[src/rtl/mem_arbiter.sv]
// mem_arbiter: byte-serial sequencer for the shared 8-bit RAM port; MEM has priority over IF.
// Build option: define MEM_ARB_LOAD_EXT_EN to sign/zero-extend sub-word loads per mem_load_sign.
module mem_arbiter #(
    parameter int ADDR_W = 32
) (
    input  logic              clk,
    input  logic              rst,
    input  logic              if_req,
    input  logic [ADDR_W-1:0] if_addr,
    input  logic              if_flush,
    output logic              if_done,
    output logic [31:0]       if_data,
    input  logic              mem_req,
    input  logic              mem_we,
    input  logic [ADDR_W-1:0] mem_addr,
    input  logic [1:0]        mem_size,
    input  logic              mem_load_sign,
    input  logic [31:0]       mem_wdata,
    output logic              mem_done,
    output logic [31:0]       mem_rdata,
    output logic [ADDR_W-1:0] ram_a,
    output logic [7:0]        ram_dout,
    output logic              ram_wr,
    input  logic [7:0]        ram_din,
    output logic              stall_req
);
    localparam logic [2:0] S_IDLE   = 3'd0;
    localparam logic [2:0] S_IF_RD  = 3'd1;
    localparam logic [2:0] S_MEM_RD = 3'd2;
    localparam logic [2:0] S_MEM_WR = 3'd3;
    localparam logic [2:0] S_DONE   = 3'd4;

    typedef struct packed {
        logic [ADDR_W-1:0] addr;
        logic [1:0]        size;
        logic              sign;
        logic [31:0]       wdata;
        logic              is_mem;
    } req_t;

    logic [2:0]  state;
    logic [2:0]  cnt;
    req_t        cur;
    logic [31:0] rbuf;
    logic [2:0]  nbytes;
    logic        ext_fill;
    logic [31:0] ld_word;

    assign stall_req = (mem_req & ~mem_done) | (if_req & ~if_done);

    always_comb begin
        nbytes = 3'd4;
        if (cur.is_mem) begin
            case (cur.size)
                2'b00:   nbytes = 3'd1;
                2'b01:   nbytes = 3'd2;
                default: nbytes = 3'd4;
            endcase
        end
    end

`ifdef MEM_ARB_LOAD_EXT_EN
    always_comb begin
        case (cur.size)
            2'b00:   ext_fill = cur.sign & rbuf[7];
            2'b01:   ext_fill = cur.sign & rbuf[15];
            default: ext_fill = 1'b0;
        endcase
    end
`else
    // Extension happens downstream; the latched sign bit is carried but not consumed.
    logic unused_sign;
    assign unused_sign = cur.sign;
    assign ext_fill    = 1'b0;
`endif

    always_comb begin
        case (cur.size)
            2'b00:   ld_word = {{24{ext_fill}}, rbuf[7:0]};
            2'b01:   ld_word = {{16{ext_fill}}, rbuf[15:0]};
            default: ld_word = rbuf;
        endcase
    end

    always_ff @(posedge clk or negedge rst) begin
        if (!rst) begin
            state     <= S_IDLE;
            cnt       <= 3'd0;
            cur       <= '0;
            rbuf      <= 32'd0;
            ram_a     <= '0;
            ram_dout  <= 8'd0;
            ram_wr    <= 1'b0;
            if_done   <= 1'b0;
            mem_done  <= 1'b0;
            if_data   <= 32'd0;
            mem_rdata <= 32'd0;
        end else begin
            if_done  <= 1'b0;
            mem_done <= 1'b0;
            ram_wr   <= 1'b0;
            case (state)
                S_IDLE: begin
                    cnt  <= 3'd0;
                    rbuf <= 32'd0;
                    if (mem_req) begin
                        cur.addr   <= mem_addr;
                        cur.size   <= mem_size;
                        cur.sign   <= mem_load_sign;
                        cur.wdata  <= mem_wdata;
                        cur.is_mem <= 1'b1;
                        state      <= mem_we ? S_MEM_WR : S_MEM_RD;
                    end else if (if_req && !if_flush) begin
                        cur.addr   <= if_addr;
                        cur.size   <= 2'b10;
                        cur.sign   <= 1'b0;
                        cur.wdata  <= 32'd0;
                        cur.is_mem <= 1'b0;
                        state      <= S_IF_RD;
                    end
                end
                S_IF_RD, S_MEM_RD: begin
                    if (state == S_IF_RD && if_flush) begin
                        state <= S_IDLE;
                    end else begin
                        // Address k goes out at cnt==k; its byte returns one cycle later at cnt==k+1.
                        if (cnt < nbytes)
                            ram_a <= cur.addr + ADDR_W'(cnt);
                        for (int b = 0; b < 4; b++)
                            if ((cnt == 3'(b + 1)) && (cnt <= nbytes))
                                rbuf[8*b +: 8] <= ram_din;
                        if (cnt == nbytes + 3'd1) begin
                            state <= S_DONE;
                            if (cur.is_mem) begin
                                mem_done  <= 1'b1;
                                mem_rdata <= ld_word;
                            end else begin
                                if_done <= 1'b1;
                                if_data <= rbuf;
                            end
                        end else begin
                            cnt <= cnt + 3'd1;
                        end
                    end
                end
                S_MEM_WR: begin
                    if (cnt < nbytes) begin
                        ram_a    <= cur.addr + ADDR_W'(cnt);
                        ram_dout <= cur.wdata[{cnt[1:0], 3'b000} +: 8];
                        ram_wr   <= 1'b1;
                        cnt      <= cnt + 3'd1;
                    end else begin
                        mem_done <= 1'b1;
                        state    <= S_DONE;
                    end
                end
                S_DONE: begin
                    // Gap cycle so the requester can drop its level request before IDLE samples again.
                    cnt   <= 3'd0;
                    state <= S_IDLE;
                end
                default: state <= S_IDLE;
            endcase
        end
    end
endmodule

[config.mk]
export PLATFORM = sky130hd
export DESIGN_NAME = mem_arbiter
export DESIGN_NICKNAME = d
export VERILOG_FILES = /design/src/rtl/mem_arbiter.sv
export SDC_FILE = /design/constraint.sdc
export NUM_CORES = 1
export LEC_CHECK = 0
export CORE_ASPECT_RATIO = 1.75
export CORE_UTILIZATION = 35
export CTS_CLUSTER_DIAMETER = 60
export DETAILED_ROUTE_END_ITERATION = 6
export MAX_ROUTING_LAYER = met4
export SKIP_CTS_REPAIR_TIMING = 1
export SLEW_MARGIN = 0
export SYNTH_ARGS = -nofsm -noshare
export SYNTH_HDL_FRONTEND = slang
export SYNTH_SLANG_ARGS = --single-unit
export TNS_END_PERCENT = 10
[constraint.sdc]
create_clock -name clk -period 4 [get_ports clk]
set_input_delay 1.2 -clock clk [delete_from_list [all_inputs] [get_ports clk]]
set_output_delay 1.2 -clock clk [all_outputs]
set_load 0.02 [all_outputs]
Word level (Yosys, flattened, before mapping)
Cells that the tools add are included.
Storage, ports and cells
  logic and storage cells: 112
  output and inout bits: 108
  bits of input ports: 113
  register bits after elaboration: 212
Cells by class
  eq/ne operators: 20
  add/sub/neg operators: 3
  bitwise gates (word level): 7
  muxes and demuxes: 36
  shift-type cells: 1
  reduce and logical (&&, ||, !) cells: 26
  $lt $le $gt $ge: 2
Operator list (number)
  one-hot mux 32 bit (2 select lines): 3
  two-way mux 68 bit: 2
  two-way mux 32 bit: 3
  adder 32 x 3 -> 32 bit: 1
  two-way mux 8 bit: 4
  indexed part select 32 x 6 -> 8 bit: 1
  two-way mux 3 bit: 9
  one-hot mux 3 bit (3 select lines): 2
  != test 2 bit, second input constant: 8
  AND reduction 3 bit: 5
  == test 3 x 2 -> 1 bit, second input constant: 4
  AND reduction 4 bit: 3
  two-way mux 1 bit: 11
  adder 3 x 1 -> 3 bit, second input constant: 2
  == test 3 x 1 -> 1 bit, second input constant: 2
  == test 3 bit, second input constant: 2
  logical AND 1 bit: 6
  != test 3 bit, second input constant: 2
  one-hot mux 3 bit (2 select lines): 1
  AND reduction 2 bit: 3
  nonzero test 2 bit: 3
  NOT 1 bit: 4
  OR reduction 2 bit: 2
  == test 3 bit: 1
  10 further kinds: 11

Depth between registers and ports, before layout
  depth in word-level cells: 8
  gate-level depth with buffers: 12
  mapped depth without buffers: 8

Worst setup path after synthesis
No wires, ideal clock.
  path kind: input -> output
  start point: in mem_req
  end point: out stall_req
  data arrival time: 1.960 ns
  data required time: 2.800 ns
  cell stages on the path: 3
  slack: 0.840 ns
  buffers on the path: 1
  cell sequence: clkbuf_1 inv_1 o22ai_1
Between the ends
  word-level cells in the longest chain between the ends: 2
Ends and longest elaborated chain
  from (decl): line 13  | input logic mem_req,
  AND 1 bit: line 49  | assign stall_req = (mem_req & ~mem_done) | (if_req & ~if_done);
  bitwise OR 1 bit: line 49
  to (decl): line 25  | output logic stall_req
No other way between the ends.

Worst setup path in the final report
  start point: in if_req
  end point: out stall_req
Between the ends
  word-level cells in the longest chain between the ends: 2
Ends and longest elaborated chain
  from (decl): line 8  | input logic if_req,
  AND 1 bit: line 49
  bitwise OR 1 bit: line 49
No other way between the ends.

==> impl_results.md <==
* P_leak at approximately 6.0 nW
* Share of cells above drive strength 1 at 11.8%
* Net Sw Power at 3.67 mW
* Synth warn at 0
* Fin nets at between 1000 and 1500
* Core ar. at 0.0279 mm²
* Largest family of logic cells by synthesized area: compound AO/OA/AOI/OAI gates
* Yosys top cell area share at approximately 54%
* Seq/Total Area, Yosys at 53.7%
* Slew Limit Fails at 0
* Worst EP required at approximately 2.8 ns
* Clock Path Buffers at 3
* WHS at 0.500 ns
* Initial antenna violation count at 4
* Post-Syn Area at 0.00988 mm²
* CTS tree: done
* Gpl congestion at 0.806
* Worst Setup Slack, final at 0.320 ns
* FP Rows at ~80
* Int Pwr at about 5.8 mW
* DRC Markers at 0
* Vias/cell at 5.08
* Clk pwr share at 21.5%
* Die height at 224 µm
* Ranking of synthesized cells by area: dfrtp_1 (54%), mux2_2 (5.8%), mux2i_1 (5.7%)
* Post-Synth XOR/XNOR Area at ~1.2%
* Overall power at approximately 9.5 mW
* CTS Buf Count at 21
* # port buffers at around 220
* Final Skew at 0.00846 ns
* Initial Util at 35.5%
* Seq cells post-synth at between 200 and 250
* Max-Slew Margin vs Limit at 51.4%
* Crit start category: primary input
* Unrepaired setup endpoints after global routing: no
* Synth Area in Adders at 1.72%
* R2r setup slk at 1.13 ns
* H-tree levels at 1
* Compound-Gate Fraction of Synth Area at 13.4%
* Top FF cell, synth: dfrtp_1
* Ys async rst share at 100%
* Clk slew on worst S/H paths at around 0.060 ns
* Gate Count Post-Synth at between 900 and 1000
* Syn Area/Cell at 10.9 µm²
* Setup crit end kind: primary output
* DP HPWL at 19.2 mm
* Area grow syn2layout at 33.6%
* Tcrit/Tclk final at 92.0%
* Die width at 129 µm
* Max Fclk at ~270 MHz
* Fin. Hold Viols at 0
* # IOs at 221
* Worst-margin pin slew at 0.725 ns
* Vias after detailed routing at 7600
* Pwr per Cell Area at 719 mW/mm²
* Post-Syn Nets at 1033
* First-pass GRT wire length at roughly 43 mm
* Min Tclk post-route at 3.68 ns
* Wire per inst at 17.7 µm
* Status: finished, final reports clean
* Mux contribution to synthesized area at between 10% and 20%
* Net Sw Frac at 38.6%
* GRT Residual Overflow at 0
* Drt total wl at 26.4 mm
* Hold Crit Class: reg2reg
* Post-synth EDFFs at 0
* Arr. time, crit path at 2.48 ns
* Synth Area in Simple Gates at 12.2%
* Die area at 0.0289 mm²
* Largest area contributor in the netlist: dfrtp_1
* Total GRT Usage at between 10% and 20%
* Worst-path fanout max at 2
* First-iteration detailed-routing DRC count at 456
* Post-route setup TNS at 0 ns
* Max Cap Violations at 0
* Antenna Nets Post-Route at 0
* Vias in the first global route at 7761
* Worst vdd rail ir drop at 0.000337 V
* TritonRoute pass-1 iters at 4
* Comb pwr share at between 40% and 50%
* Yosys cell types at 55
* Clock Sinks at 212
* Pre-CTS WS at approximately 0.33 ns
* CP Class: in2out
* Largest net degree at the start of global routing at 80
* Final setup violation count at 0
* Clock Latency Late Sink at 0.50 ns
* Sequential share of power at 37.3%
* Root Driver: clkbuf_16
routing by layer:
layer | wire length (µm) | track usage, %
met4 | 816 | 7.82
met2 | 14500 | 35.2
met1 | 10300 | 21.9
met3 | 868 | 1.97
met5 | 0 | -
cell families (layout without fill, tap and decap cells):
logic type | Yosys count | after routing
simple gates | 237 | 237
flops | 212 | 212
xor+xnor | 14 | 14
buf+inv | 112 | 325
mux | 115 | 115
fa+ha+maj | 13 | 13
other cells | 0 | 4
compound gates | 204 | 204
worst paths after layout:
| check | to | from | cells past startpoint |
|---|---|---|---|
| max | stall_req | if_req | 4 |
| max reg2reg | mem_rdata[26] | cur[0] | 8 |
| max in group asynchronous | state[1] | rst | 2 |
| min in group asynchronous | mem_rdata[23] | rst | 1 |
| min reg2reg | cur[36] | cur[36] | 2 |
| min | cur[36] | cur[36] | 2 |
layout make-up:
class	count	area (µm²)
fillers	2615	14700
flip-flops and latches	212	5310
multi-input cells	583	4160
repair buffers	240	2370
clock buffers	29	606
well taps	373	467
inverters	48	180
clock inverters	8	103
diodes	4	10.0
registers in the layout, indices dropped and copies added, names as in the netlist:
signal and cells:
cnt 3, cur 67, if_data 32, if_done 1, mem_done 1, mem_rdata 32, ram_a 32, ram_dout 8
ram_wr 1, rbuf 32, state 3
power by group through the flow:
stage / logic, mW / clock network [mW] / registers (mW)
after floorplan: 2.12 / 0 / 3.78
after global placement: 3.88 / 0 / 3.57
after detailed placement: 3.95 / 0 / 3.58
after CTS: 3.96 / 2.10 / 3.56
after global routing: 4.30 / 2.17 / 3.66
final: 3.92 / 2.04 / 3.54
cell usage after synthesis, types with 6 or more instances:
cell	number
a21oi_1	41
a22o_1	33
a31oi_1	22
and2_1	6
and4_1	7
buf_1	9
buf_2	10
clkbuf_1	44
dfrtp_1	212
ha_1	12
inv_1	47
mux2_2	51
mux2i_1	56
mux4_2	8
nand2_1	114
nand3_1	37
nand4_1	12
nor2_1	8
nor4b_1	7
o211ai_1	18
o21ai_0	42
o22ai_1	18
o31ai_1	11
or3_1	8
or4_1	12
xnor2_1	13
cells in the final DEF (no fill, tap or decap), drive strengths merged, types with 8 or more instances in the layout:
cell type / count
mux2: 51
nand2: 114
mux4: 8
dfrtp: 212
o211ai: 18
a31oi: 22
clkdlybuf4s50: 217
or3: 8
inv: 48
buf: 22
o31ai: 11
nor2: 8
mux2i: 56
ha: 12
xnor2: 13
nand4: 13
or4: 12
nand3: 38
o22ai: 18
a22o: 33
a21oi: 42
o21ai: 43
clkbuf: 30
through the flow:
step	cells	util (%)	cell area (µm²)
after floorplan	907	-	9880
after global placement	1456	44.8	12500
after detailed placement	1456	44.8	12500
after CTS	1493	47.3	13200
after global routing	1497	47.4	13200
final	1497	47.4	13200
critical path, cell delays in order:
cell and delay [ns]:
clkdlybuf4s50_1 0.50, inv_1 0.05, o22ai_1 0.10, clkdlybuf4s50_1 0.63
Power figures use the tool's default switching activity.
